File: src/rtl/prince_sbox_cms_compress.sv
// Two-stage CMS compression for one PRINCE S-box nibble: 8-share expanded bits are
// refreshed with a ring mask in stage A, then folded into two 4-bit shares in stage B.
module prince_sbox_cms_compress #(
    parameter bit RND_EN = 1'b1
) (
    input  logic        clk,
    input  logic        rst_n,
    input  logic        clr,
    input  logic        in_valid,
    output logic        in_ready,
    input  logic [31:0] sh_in,
    input  logic [31:0] rnd_in,
    output logic        out_valid,
    input  logic        out_ready,
    output logic [3:0]  out_sh0,
    output logic [3:0]  out_sh1,
    output logic [15:0] out_cnt
);

    logic        r_a_valid;
    logic [31:0] r_sh_a;
    logic        r_b_valid;
    logic [3:0]  r_sh0;
    logic [3:0]  r_sh1;
    logic [15:0] r_cnt;

    logic        w_b_adv;
    logic        w_a_adv;
    logic [31:0] w_sh_a;
    logic [3:0]  w_cmp0;
    logic [3:0]  w_cmp1;

    assign w_b_adv  = !r_b_valid || out_ready;
    assign w_a_adv  = !r_a_valid || w_b_adv;
    assign in_ready = w_a_adv && !clr;

    // Each mask bit enters two neighbouring shares of the same bit, so it cancels in the share sum.
    for (genvar b = 0; b < 4; b++) begin : g_bit
        for (genvar s = 0; s < 8; s++) begin : g_share
            if (RND_EN) begin : g_ref
                assign w_sh_a[b*8+s] = sh_in[b*8+s] ^ rnd_in[b*8+s] ^ rnd_in[b*8+((s+1)%8)];
            end else begin : g_byp
                assign w_sh_a[b*8+s] = sh_in[b*8+s];
            end
        end
        assign w_cmp0[b] = ^r_sh_a[b*8 +: 4];
        assign w_cmp1[b] = ^r_sh_a[b*8+4 +: 4];
    end

    always_ff @(posedge clk or negedge rst_n) begin
        if (!rst_n) begin
            r_a_valid <= 1'b0;
            r_sh_a    <= '0;
        end else if (clr) begin
            r_a_valid <= 1'b0;
            r_sh_a    <= '0;
        end else if (w_a_adv) begin
            if (in_valid) begin
                r_a_valid <= 1'b1;
                r_sh_a    <= w_sh_a;
            end else begin
                r_a_valid <= 1'b0;
                r_sh_a    <= '0;
            end
        end
    end

    always_ff @(posedge clk or negedge rst_n) begin
        if (!rst_n) begin
            r_b_valid <= 1'b0;
            r_sh0     <= '0;
            r_sh1     <= '0;
        end else if (clr) begin
            r_b_valid <= 1'b0;
            r_sh0     <= '0;
            r_sh1     <= '0;
        end else if (w_b_adv) begin
            if (r_a_valid) begin
                r_b_valid <= 1'b1;
                r_sh0     <= w_cmp0;
                r_sh1     <= w_cmp1;
            end else begin
                r_b_valid <= 1'b0;
                r_sh0     <= '0;
                r_sh1     <= '0;
            end
        end
    end

    always_ff @(posedge clk or negedge rst_n) begin
        if (!rst_n) begin
            r_cnt <= '0;
        end else if (clr) begin
            r_cnt <= '0;
        end else if (r_b_valid && out_ready) begin
            r_cnt <= r_cnt + 16'd1;
        end
    end

    assign out_valid = r_b_valid;
    assign out_sh0   = r_sh0;
    assign out_sh1   = r_sh1;
    assign out_cnt   = r_cnt;

endmodule
File: config.mk
export PLATFORM = sky130hd
export DESIGN_NAME = prince_sbox_cms_compress
export DESIGN_NICKNAME = d
export VERILOG_FILES = /design/src/rtl/prince_sbox_cms_compress.sv
export SDC_FILE = /design/constraint.sdc
export NUM_CORES = 1
export LEC_CHECK = 0
export CAP_MARGIN = 20
export CORE_MARGIN = 2
export CORE_UTILIZATION = 63
export DETAILED_ROUTE_END_ITERATION = 10
export DONT_BUFFER_PORTS = 1
export GPL_TIMING_DRIVEN = 0
export PLACE_DENSITY = 0.79
export SLEW_MARGIN = 30
export SYNTH_ARGS = -nofsm -noshare
export SYNTH_HDL_FRONTEND = slang
export SYNTH_SLANG_ARGS = --single-unit
File: constraint.sdc
create_clock -name clk -period 1.55 [get_ports clk]
set_clock_uncertainty 0.05 [all_clocks]
set_input_delay 0.0775 -clock clk [delete_from_list [all_inputs] [get_ports clk]]
set_output_delay 0.0775 -clock clk [all_outputs]
set_load 0.005 [all_outputs]
==> results.sh <==
export IMPL_outcome="complete, but fails checks"
export IMPL_violations="negative setup slack"
export IMPL_ys_warnings_count=0
export IMPL_yosysTopAreaCell="dfrtp_1"
export IMPL_rows=25
export IMPL_htree_levels=3
export IMPL_post_route_min_period_ns=1.59
export IMPL_fmax_mhz=630
export IMPL_place_inst=354
export IMPL_ir_drop_v=0.000579
export IMPL_max_clock_path_buffers=2
export IMPL_overflow=0
export IMPL_via_per_inst=5.89
export IMPL_synth_seq_area_share=0.477
export IMPL_syn_to_final_growth_pct=33.5
export IMPL_cts_sinks=58
export IMPL_antenna_cells=0
export IMPL_cp_start_kind="flop"
export IMPL_worstHoldStart="sh_in[27]"
export IMPL_min_delay_path_class="in -> reg"
export IMPL_dr_pass1_iters=4
export IMPL_grt_pass1_wl_um=12500
export IMPL_clkTransAtPathRegs_ns=0.06
export IMPL_cp_required_ns=1.72
export IMPL_rrSetupSlack_ns=-0.04
export IMPL_vias=2564
export IMPL_synth_edff_count=0
export IMPL_first_iter_violations=165
export IMPL_synth_fp_nets=370
export IMPL_netlist_area_um2=3040
export IMPL_finalWirelength_um=8210
export IMPL_leakage_nw=1.71
export IMPL_ios=95
export IMPL_synthTopCellsByCount="dfrtp_1, xnor2_1, xor2_1"
export IMPL_antenna_found_initial=0
export IMPL_tns_ns=-0.0373
export IMPL_grt_setup_unrepaired="true"
export IMPL_reg2reg_to="out_cnt[15]$_DFFE_PN0P_"
export IMPL_synth_area_leaders="dfrtp_1, xnor2_1, xor2_1"
export IMPL_hold_viol=0
export IMPL_cp_arrival_ns=1.76
export IMPL_drv_cap=0
export IMPL_remaining_drc_errors=0
export IMPL_synth_flop_cell="dfrtp_1"
export IMPL_worstMarginPinSlew_ns=0.473
export IMPL_die_h_um=73.5
export IMPL_cts_tree="built"
export IMPL_fin_ws_ns=-0.0373
export IMPL_holdWs_ns=0.00265
export IMPL_first_global_vias=2614
export IMPL_wire_per_inst_um=18.9
export IMPL_instances_no_fill=435
export IMPL_path_max_fanout=7
export IMPL_yosysUniqueCellTypes=28
export IMPL_power_density_nw_per_um2=870
export IMPL_dp_hpwl_um=4140
export IMPL_ant_nets=0
export IMPL_hold_path_cell_count=3
export IMPL_hold_end="r_sh_a[27]$_DFFE_PN0P_"
export IMPL_die_area_um2=5400
export IMPL_period_share=1.02
export IMPL_setup_viol=1
export IMPL_grt_max_degree=59
export IMPL_cp_end_kind="flop"
export IMPL_start_util=0.649
export IMPL_yosys_cell_count_top_type="dfrtp_1"
export IMPL_place_congestion=0.808
export IMPL_cts_buffers=9
export IMPL_r2r_start="out_cnt[4]$_DFFE_PN0P_"
export IMPL_final_nets=446
export IMPL_slew_headroom=0.685
export IMPL_synth_seq_cells=58
export IMPL_synthArstFlopShare=1.00
export IMPL_drive_above_1_share=0.126
export IMPL_grt_usage=0.315
export IMPL_core_area_um2=4690
export IMPL_synth_avg_cell_area_um2=10.1
export IMPL_io_buffers=0
export IMPL_crit_type="reg -> reg"
export IMPL_postSynthCellCount=300
export IMPL_slew_violations=0
export IMPL_insertion_delay_ns=0.34
export IMPL_netlist_area_leader_share=0.477
export IMPL_worstRegToRegCells=4
export IMPL_die_width_um=73.5
export IMPL_cts_root_buf="clkbuf_8"
export IMPL_place_worst_setup_slack_ns=-0.158
[kinds of logic after synthesis]
| family | Yosys count | share of synthesized area |
|---|---|---|
| simple gates | 80 | 0.121 |
| buf+inv | 12 | 0.0156 |
| fa+ha+maj | 1 | 0.00411 |
| mux | 1 | 0.00370 |
| flops | 58 | 0.477 |
| xor+xnor | 100 | 0.288 |
| compound gates | 48 | 0.0905 |
[stage by stage]
step / instance area, um2 / util / power (W)
finish: 4060 / 0.866 / 0.00353
global route: 4060 / 0.866 / 0.00369
CTS: 3950 / 0.842 / 0.00348
detailed placement: 3110 / 0.663 / 0.00203
global placement: 3110 / 0.663 / 0.00202
floorplan: 3040 / - / 0.00197
[worst max path at each step]
stage                                      start                       to  slack, ns
after floorplan           out_cnt[0]$_DFFE_PN0P_  out_cnt[14]$_DFFE_PN0P_       0.11
after global placement     out_valid$_DFFE_PN0P_   out_sh0[3]$_DFFE_PN0P_      -0.17
after detailed placement   out_valid$_DFFE_PN0P_   r_sh_a[13]$_DFFE_PN0P_      -0.16
after CTS                 out_cnt[0]$_DFFE_PN0P_  out_cnt[12]$_DFFE_PN0P_      -0.07
after global routing      out_cnt[9]$_DFFE_PN0P_  out_cnt[15]$_DFFE_PN0P_      -0.11
final                     out_cnt[4]$_DFFE_PN0P_  out_cnt[15]$_DFFE_PN0P_      -0.04
[report_power, final]
| group | switching, W | internal [W] | total, W |
|---|---|---|---|
| registers | 0.0000632 | 0.00158 | 0.00165 |
| clock network | 0.000591 | 0.000617 | 0.00121 |
| logic | 0.000277 | 0.000401 | 0.000678 |
[placed cells by master (no fill, tap or decap), drive strengths merged, types with 6 or more instances in the layout]
cell type and n:
clkbuf 19, dlygate4sd3 60, xnor2 56, buf 6
xor2 44, nand2 38, nor2 17, o21ai 35
a22o 8, dfrtp 58
[sequential cells by signal, summed over array words and instances (netlist names)]
signal     cells
out_valid      1
r_a_valid      1
out_sh0        4
out_sh1        4
out_cnt       16
r_sh_a        32
[area by class of cell]
type                    count  area, um2
plain buffers               8       38.8
repair buffers             65        663
clock inverters             3       15.0
inverters                   4       15.0
multi-input cells         230       1650
fillers                   221        629
clock buffers              13        149
well taps                  54       67.6
flip-flops and latches     58       1460
[critical path: stages (launching register included)]
cell     delay [ns]
dfrtp_1        0.49
nand4_4        0.23
nor3_4         0.28
nand4_1        0.14
mux2_2         0.29
[metal layers]
| layer | share of wire | vias to the layer above | track usage |
|---|---|---|---|
| li1 | - | 1146 | - |
| met1 | 0.37 | 1286 | 0.366 |
| met2 | 0.53 | 108 | 0.541 |
| met3 | 0.063 | 24 | 0.0837 |
| met4 | 0.033 | 0 | 0.143 |
| met5 | 0 | - | 0 |
[what timing repair did]
| action | 4_1_cts | 5_1_grt |
|---|---|---|
| setup endpoints to repair | 41 | 47 |
| pin swaps | 0 | 6 |
| resized for setup | 11 | 26 |
| setup buffers | 0 | 3 |
| hold endpoints to repair | 96 | 0 |
| hold buffers | 62 | 0 |
No activity file was read; power rests on OpenSTA's default activity.
